`src/rtl/home_automation_pkg.sv`:
```
// ============================================================================
// Module  : home_automation_pkg
// Brief   : Shared sensor indices, widths and defaults for home automation.
// Revision: 1.0 - initial release
// ============================================================================
`default_nettype none

package home_automation_pkg;

  localparam int NUM_SENSORS             = 5;
  localparam int TEMP_W                  = 6;

  localparam int IDX_SFD                 = 0;
  localparam int IDX_SRD                 = 1;
  localparam int IDX_SFA                 = 2;
  localparam int IDX_SW                  = 3;
  localparam int IDX_ST                  = 4;

  localparam int DEBOUNCE_CYCLES_DEFAULT = 4;

endpackage : home_automation_pkg

`default_nettype wire

```
`src/rtl/debounce_channel.sv`:
```
// ============================================================================
// Module  : debounce_channel
// Brief   : Two-flop synchroniser plus whole-word debouncer with accept strobe.
// Revision: 1.0 - initial release
// ============================================================================
`default_nettype none

module debounce_channel #(
  parameter int WIDTH           = 1,
  parameter int DEBOUNCE_CYCLES = 4,
  parameter int CNT_W           = 4
) (
  input  logic             clk,
  input  logic             reset,
  input  logic [WIDTH-1:0] i_raw,
  output logic [WIDTH-1:0] o_value,
  output logic             o_updated
);

  localparam logic [CNT_W-1:0] C_TARGET = CNT_W'(DEBOUNCE_CYCLES);
  localparam logic [CNT_W-1:0] C_ONE    = CNT_W'(1);

  logic [WIDTH-1:0] r_s1;
  logic [WIDTH-1:0] r_s2;
  logic [WIDTH-1:0] r_cand;
  logic [WIDTH-1:0] r_out;
  logic [CNT_W-1:0] r_cnt;

  logic             w_mismatch;
  logic [CNT_W-1:0] w_cnt_next;
  logic             w_accept;

  // A different value than the current candidate restarts the count at 1,
  // which is what lets DEBOUNCE_CYCLES = 1 accept on the first mismatch edge.
  always_comb begin
    w_mismatch = (r_s2 != r_out);
    w_cnt_next = (r_s2 == r_cand) ? (r_cnt + C_ONE) : C_ONE;
    w_accept   = w_mismatch && (w_cnt_next == C_TARGET);
  end

  always_ff @(posedge clk) begin
    if (reset) begin
      r_s1   <= '0;
      r_s2   <= '0;
      r_cand <= '0;
      r_out  <= '0;
      r_cnt  <= '0;
    end else begin
      r_s1   <= i_raw;
      r_s2   <= r_s1;
      r_cand <= r_s2;
      if (!w_mismatch) begin
        r_cnt <= '0;
      end else if (w_accept) begin
        r_out <= r_s2;
        r_cnt <= '0;
      end else begin
        r_cnt <= w_cnt_next;
      end
    end
  end

  assign o_value   = r_out;
  assign o_updated = w_accept && !reset;

endmodule : debounce_channel

`default_nettype wire

```
`src/rtl/sensor_conditioner.sv`:
```
// ============================================================================
// Module  : sensor_conditioner
// Brief   : Synchronises and debounces the five sensor bits and temperature.
// Revision: 1.0 - initial release
// ============================================================================
`default_nettype none

module sensor_conditioner
  import home_automation_pkg::*;
#(
  parameter int DEBOUNCE_CYCLES = DEBOUNCE_CYCLES_DEFAULT,
  parameter int CNT_W           = 4
) (
  input  logic              clk,
  input  logic              reset,
  input  logic              SFD_raw,
  input  logic              SRD_raw,
  input  logic              SFA_raw,
  input  logic              SW_raw,
  input  logic              ST_raw,
  input  logic [TEMP_W-1:0] temperature_raw,
  output logic              SFD,
  output logic              SRD,
  output logic              SFA,
  output logic              SW,
  output logic              ST,
  output logic [TEMP_W-1:0] temperature,
  output logic              sensor_change
);

  logic [NUM_SENSORS-1:0] w_raw;
  logic [NUM_SENSORS-1:0] w_out;
  logic [NUM_SENSORS:0]   w_upd;
  logic                   r_change;

  always_comb begin
    w_raw          = '0;
    w_raw[IDX_SFD] = SFD_raw;
    w_raw[IDX_SRD] = SRD_raw;
    w_raw[IDX_SFA] = SFA_raw;
    w_raw[IDX_SW]  = SW_raw;
    w_raw[IDX_ST]  = ST_raw;
  end

  for (genvar gi = 0; gi < NUM_SENSORS; gi++) begin : g_bit
    debounce_channel #(
      .WIDTH           (1),
      .DEBOUNCE_CYCLES (DEBOUNCE_CYCLES),
      .CNT_W           (CNT_W)
    ) u_bit (
      .clk       (clk),
      .reset     (reset),
      .i_raw     (w_raw[gi]),
      .o_value   (w_out[gi]),
      .o_updated (w_upd[gi])
    );
  end

  // Temperature is debounced as one word so a half-updated value never escapes.
  debounce_channel #(
    .WIDTH           (TEMP_W),
    .DEBOUNCE_CYCLES (DEBOUNCE_CYCLES),
    .CNT_W           (CNT_W)
  ) u_temp (
    .clk       (clk),
    .reset     (reset),
    .i_raw     (temperature_raw),
    .o_value   (temperature),
    .o_updated (w_upd[NUM_SENSORS])
  );

  always_ff @(posedge clk) begin
    if (reset) begin
      r_change <= 1'b0;
    end else begin
      r_change <= |w_upd;
    end
  end

  assign SFD           = w_out[IDX_SFD];
  assign SRD           = w_out[IDX_SRD];
  assign SFA           = w_out[IDX_SFA];
  assign SW            = w_out[IDX_SW];
  assign ST            = w_out[IDX_ST];
  assign sensor_change = r_change;

endmodule : sensor_conditioner

`default_nettype wire

```
`config.mk`:
```
export PLATFORM = sky130hd
export DESIGN_NAME = sensor_conditioner
export DESIGN_NICKNAME = d
export VERILOG_FILES = /design/src/rtl/home_automation_pkg.sv /design/src/rtl/debounce_channel.sv /design/src/rtl/sensor_conditioner.sv
export SDC_FILE = /design/constraint.sdc
export NUM_CORES = 1
export LEC_CHECK = 0
export CAP_MARGIN = 20
export CORE_MARGIN = 5
export CORE_UTILIZATION = 56
export DETAILED_ROUTE_END_ITERATION = 8
export GPL_TIMING_DRIVEN = 0
export PLACE_DENSITY = 0.88
export SLEW_MARGIN = 20
export SYNTH_ARGS = -nofsm -noshare
export SYNTH_HDL_FRONTEND = slang
export SYNTH_SLANG_ARGS = --single-unit
```
`constraint.sdc`:
```
create_clock -name clk -period 2.25 [get_ports clk]
set_clock_uncertainty 0.15 [all_clocks]
set_input_delay 0.225 -clock clk [delete_from_list [all_inputs] [get_ports clk]]
set_output_delay 0.225 -clock clk [all_outputs]
set_load 0.03 [all_outputs]
```
==> qor.yml, run 1 <==
clock_tree:
  postCtsHoldBufs: 0
  cts_resized: 0
  clk_latency_ns: 0.34
  cts_root_buffer: "clkbuf_8"
  path_clk_slew_ns: 0.07
  cts_tree: "done"
  cts_max_level: 3
  clock_sinks: 69
  cts_buffer_depth: 2
  cts_buffers: 9
  cts_post_setup_buffers_inserted: 0
yosys:
  yosys_warnings: 0
  syn_area_per_cell_um2: 9.89
  ys_top_cells_by_area: "dfxtp_1 50%, nor2b_1 8.8%, xnor2_1 6.0%"
  ys_seq_area_share_pct: 49.9
  ys_ff_latch: 69
  synth.distinct_cells: 41
  syn_area_um2: 2770
  syn_nets: 299
  netlist_instances: 280
  synth_top_area_share_pct: 49.9
  yosysTopAreaCell: "dfxtp_1"
placement:
  hpwl_um: 3450
  port_buffers: 23
  gp_congestion: 0.762
  dp.cells: 370
sta:
  timing.final.crit_share_pct: 85.7
  min_period_ns: 1.93
  worst_pin_slew_ns: 0.547
  max_slew_margin_pct: 63.6
  finalSetupViolations: 0
  hold_viol: 0
  fin_tns_setup_ns: 0
  finalMaxSlewViolations: 0
  rsz0062_at_grt: "no"
  fmax_ghz: 0.519
global_route:
  antenna_found_initial: 0
  grt_pass1_wl_um: 8700
  grt_overflow_total: 0
  grt_usage_pct: 17.6
  grt_pass1_vias: 1955
  grt_start_max_net_pins: 13
final_layout:
  fin_util_pct: 70.2
  areaGrowthSynthToFinish_pct: 20.5
  final_cells: 386
  antenna_cells: 0
  nNetsFinal: 333
  drive_gt1_share_pct: 9.09
detailed_routing:
  drt-initial-drc-count: 129
  vias_per_cell: 5.23
  wl_per_cell_um: 13.1
  dr.pass1.iters: 4
  drt-total-wl_um: 5050
  antenna_left: 0
  drc_errors: 0
  dr_total_vias: 2017
worst_setup_path:
  worstSetupStartpointType: "flop"
  path_class: "reg -> reg"
  reg2reg_depth: 6
  cp_max_fo: 5
  crit_arrival_ns: 1.99
  end_kind: "flop"
  required_ns: 2.31
floorplanning:
  row_count: 25
  pin_count: 25
  die_w_um: 80.3
  dieArea_um2: 6450
  start_util_pct: 58.2
  dieHeight_um: 80.3
  core_um2: 4750
power:
  cellPowerDensity_nw_per_um2: 789
  vdd_drop_max_mv: 0.558
  p_leak_uw: 0.00122
min_path:
  min_path_type: "in -> reg"
  holdPathStages: 2
job:
  drv_cap: 0
outcome:
  status: "completed"
==> metrics by stage <==
step           hold WS, ns  worst slack (ns)  total power (uW)  cell area [um2]
5_1_grt              0.202             0.160              2720             3340
3_5_place_dp         0.272             0.127              1430             3080
6_report             0.159             0.323              2630             3340
3_3_place_gp         0.268             0.184              1430             3080
2_1_floorplan        0.203             0.435              1390             2770
4_1_cts              0.188            0.0807              2650             3330
==> metal layers <==
| layer | part of all wire (%) | GRT usage (%) | vias to the layer above |
|---|---|---|---|
| met1 | 45 | 20.7 | 944 |
| met5 | 0 | 0 | - |
| met2 | 48 | 29.1 | 38 |
| met4 | 2.0 | 8.78 | 0 |
| li1 | - | - | 1022 |
| met3 | 4.4 | 5.27 | 13 |
==> registers in the layout, summed over array words and instances, names as in the netlist, 4 cells and up <==
name,cells
g_bit.u_bit.r_cand,5
g_bit.u_bit.r_s1,5
g_bit.u_bit.r_s2,5
u_temp.r_s1,6
u_temp.r_cand,6
g_bit.u_bit.o_value,5
u_temp.r_s2,6
g_bit.u_bit.r_cnt,20
u_temp.r_cnt,4
u_temp.o_value,6
==> synth_stat cells (all sizes together) <==
cell      n
nor3      6
or2       1
o211ai    1
buf       6
and3      2
a31o      1
nor4b     3
nand3    13
a21oi    12
ha        6
inv       7
nor2b    39
and2      3
mux2i     4
dfxtp    69
o211a     1
nor2     20
o22ai     1
a2111oi   1
a211oi    2
nand2b    4
a31oi     2
and3b     1
clkbuf    5
a22oi    10
a221oi    1
nand3b    1
xnor2    19
or3       1
o21ai     8
xor2     12
nand4b    1
nor3b     4
nand2     7
nand4     2
nor4      4
==> logic make-up after synthesis <==
kind of cell	synth area share, %
AND/OR/NAND/NOR	23.5
flip-flops	49.9
AO/OA/AOI/OAI	10.0
XOR/XNOR	9.81
buffers and inverters	2.58
adder cells (fa/ha/maj)	2.71
multiplexers	1.45
==> cell usage in the layout (no fill, tap or decap), types with 2 or more instances in the layout <==
master	instances
and2_1	3
nor4_1	3
nor4b_2	2
nor2b_1	39
xor2_1	12
a22oi_1	10
dfxtp_1	69
buf_1	3
nand4_1	2
buf_2	3
o21ai_0	8
clkbuf_8	10
bufinv_16	3
nor2_1	20
clkinvlp_4	2
nand2b_1	4
nor3b_1	4
a211oi_1	2
clkbuf_1	5
xnor2_1	19
mux2i_1	4
nand2_1	7
a31oi_1	2
ha_1	6
nand3_1	12
clkdlybuf4s50_1	23
a21oi_1	12
nor3_1	6
inv_1	7
==> power breakdown <==
| group | switching (uW) | leakage, uW | internal, uW | total (uW) |
|---|---|---|---|---|
| Combinational | 70.7 | 0.000540 | 65.8 | 136 |
| Sequential | 20.9 | 0.000562 | 1250 | 1270 |
| Clock | 463 | 0.000119 | 764 | 1230 |
==> final timing paths <==
kind / startpoint / to / slack, ns
worst max-delay path: g_bit[0].u_bit.r_cnt[0] / g_bit[0].u_bit.o_value / 0.32
worst min-delay path: reset / g_bit[1].u_bit.r_s1 / 0.16
worst max register to register: g_bit[0].u_bit.r_cnt[0] / g_bit[0].u_bit.o_value / 0.32
worst min register to register: u_temp.r_s1[0] / u_temp.r_s2[0] / 0.28
==> worst max-delay path, stage by stage (launching register included) <==
cell and delay, ns:
dfxtp_1 0.40, ha_1 0.23, nor3b_1 0.20, a31oi_1 0.08, nor4b_2 0.45, mux2i_1 0.24, nor2_1 0.05
==> final cells by class <==
type,count,area [um2]
clock buffers,10,138
repair buffers,23,230
multi-input cells,193,1320
well taps,67,83.8
plain buffers,11,45.0
inverters,7,26.3
clock inverters,6,110
flip-flops and latches,69,1380
fillers,355,1420
Note: power is estimated with default switching activity, not from simulation.
==> inputs of run 2 (changes only) <==
Settings changed: CORE_MARGIN 5 to not set.
==> run 2 against run 1 <==
Net effect: via count is 1.2% higher; non-clock buffer count did not move; utilization fell by 1.5 points; global-route usage grew 4.0 points; flip-flop and latch count is the same; largest cell class unchanged; register-to-register slack got worse by 0.02 ns.
==> qor.yml, run 2 (same netlist as run 1, synthesis figures left out) <==
floorplanning:
  dieHeight_um: 72.3  # -10%
  die_w_um: 72.3  # -10%
  core_um2: 4750  # unchanged
  start_util_pct: 58.2  # unchanged
  row_count: 25  # unchanged
  pin_count: 25  # unchanged
  dieArea_um2: 5230  # -19%
detailed_routing:
  top_layer: "met4"
  route.met2.wl_um: 2340  # -4.3%
  vias_per_cell: 5.30  # +1.5%
  dr.pass1.iters: 4  # unchanged
  dr_total_vias: 2041  # +1.2%
  wl_per_cell_um: 12.7  # -3.1%
  drt-initial-drc-count: 152  # +18%
  dr_wl_met3_um: 195  # -11%
  antenna_left: 0  # unchanged
  drt-total-wl_um: 4880  # -3.3%
  drc_errors: 0  # unchanged
  met1_length_um: 2200  # -3.8%
final_layout:
  final_common_cell: "dfxtp_1"
  antenna_cells: 0  # unchanged
  largest_reg_flops: 20  # unchanged
  nNetsFinal: 333  # unchanged
  fillers: 369  # +3.9%
  largest-register: "g_bit.u_bit.r_cnt"
  drive_gt1_share_pct: 8.18  # -0.91 points
  areaGrowthSynthToFinish_pct: 18.0
  final_cell_mix: "69 x dfxtp_1, 39 x nor2b_1, 23 x clkdlybuf4s50_1, 20 x nor2_1, 19 x xnor2_1"
worst_setup_path:
  path_class: "reg -> reg"
  crit_arrival_ns: 2.00  # about the same
  end_kind: "flop"
  required_ns: 2.30  # about the same
  worstSetupStartpointType: "flop"
  reg2reg_depth: 6  # unchanged
  r2r_start: "u_temp.r_cnt[0]"
  slowest_stage: "dfxtp_1"
  crit_chain: "ha_1 -> nand2b_1 -> o22ai_1 -> o211ai_1 -> o21ai_0 -> a21oi_1"
  slowest_delay_ns: 0.34  # -0.11 ns
  cp_max_fo: 6  # +1
  regToRegEndpoint: "u_temp.o_value[0]"
  regToRegSetupSlack_ns: 0.31  # -0.02 ns
clock_tree:
  cts_root_buffer: "clkbuf_8"
  cts_post_setup_buffers_inserted: 0  # unchanged
  path_clk_slew_ns: 0.06  # about the same
  cts_buffers: 9  # unchanged
  cts_max_level: 3  # unchanged
  cts_resized: 0  # unchanged
  cts_tree: "done"
  cts_buffer_depth: 2  # unchanged
  postCtsHoldBufs: 0  # unchanged
  clock_sinks: 69  # unchanged
  clk_latency_ns: 0.34  # about the same
sta:
  hold_viol: 0  # unchanged
  min_period_ns: 1.94  # +0.0172 ns
  timing.final.crit_share_pct: 86.4  # +0.76 points
  fin_ws_ns: 0.305  # -0.0172 ns
  finalSetupViolations: 0  # unchanged
  rsz0062_at_grt: "no"
  finalMaxSlewViolations: 0  # unchanged
  max_slew_margin_pct: 64.9  # +1.4 points
  fmax_ghz: 0.514  # -0.88%
  fin_tns_setup_ns: 0  # unchanged
  worst_pin_slew_ns: 0.526  # -0.0205 ns
job:
  drv_cap: 0  # unchanged
placement:
  port_buffers: 23  # unchanged
  gp_congestion: 0.832  # +9.2%
  dp_slack_ns: 0.152  # +0.0257 ns
  hpwl_um: 3420  # -0.86%
global_route:
  grt_start_max_net_pins: 11  # -2
  grt_overflow_total: 0  # unchanged
  grt_usage_pct: 21.6  # +4.0 points
  grt_pass1_wl_um: 8410  # -3.3%
  antenna_found_initial: 0  # unchanged
  grt_pass1_vias: 1990  # +1.8%
power:
  cellPowerDensity_nw_per_um2: 708  # -10%
  p_leak_uw: 0.00119  # -2.1%
  vdd_drop_max_mv: 0.551  # -1.3%
min_path:
  hold_start: "reset"
  min_path_type: "in -> reg"
  holdPathStages: 2  # unchanged
  worstHoldEndpoint: "g_bit[1].u_bit.r_s1"
outcome:
  status: "completed"
## run 2: cell count changes in the layout (fill, tap and decap cells not counted)
cell,delta
clkbuf_1,+2
bufinv_16,-3
clkinvlp_4,-2
clkbuf_8,+2
## run 2: report_power, final
group / switching (uW) / leakage (uW) / internal [uW]
Clock: 423 / 0.0000926 / 483
Sequential: 20.5 / 0.000562 / 1250
Combinational: 69.8 / 0.000540 / 65.7
Total: 513 / 0.00119 / 1800
## run 2: final cells by class
cell class	count	area, um2	area share [%]
sequential	69	1380	42.3
multi-input combinational	193	1320	40.5
timing repair buffer	23	230	7.05
clock buffer	14	173	5.29
tap	67	83.8	2.57
buffer	11	45.0	1.38
inverter	7	26.3	0.804
clock inverter	1	5.00	0.153
## run 2: worst max-delay path, delay by kind of cell, from the launching register on
| kind | cells | cell delay, ns |
|---|---|---|
| AND/OR/NAND/NOR | 1 | 0.17 |
| flip-flops | 1 | 0.34 |
| adder cells (fa/ha/maj) | 1 | 0.21 |
| AO/OA/AOI/OAI | 4 | 0.94 |
## run 2: how the worst max path moves through the flow
stage | from | to
floorplan | g_bit[0].u_bit.r_cnt[0] | g_bit[0].u_bit.o_value
global placement | g_bit[0].u_bit.r_cnt[0] | g_bit[0].u_bit.o_value
detailed placement | g_bit[0].u_bit.r_cnt[0] | g_bit[0].u_bit.o_value
CTS | g_bit[0].u_bit.r_cnt[0] | g_bit[0].u_bit.o_value
global route | u_temp.r_cnt[0] | u_temp.o_value[0]
finish | u_temp.r_cnt[0] | u_temp.o_value[0]
## run 2: per-layer routing
| layer | vias up | track usage [%] |
|---|---|---|
| met1 | 955 | 24.7 |
| met2 | 48 | 35.2 |
| met3 | 16 | 6.11 |
| met5 | - | 0 |
| met4 | 0 | 14.4 |
| li1 | 1022 | - |
## run 2: through the flow
step / hold slack [ns] / total power [uW] / cells / utilization (%) / area [um2]
3_5_place_dp: 0.276 / 1430 / 370 / 64.8 / 3080
3_3_place_gp: 0.269 / 1430 / 370 / 64.8 / 3080
5_1_grt: 0.218 / 2380 / 385 / 68.7 / 3270
4_1_cts: 0.168 / 2320 / 385 / 68.6 / 3260
6_report: 0.164 / 2310 / 385 / 68.7 / 3270
2_1_floorplan: 0.203 / 1390 / 280 / - / 2770
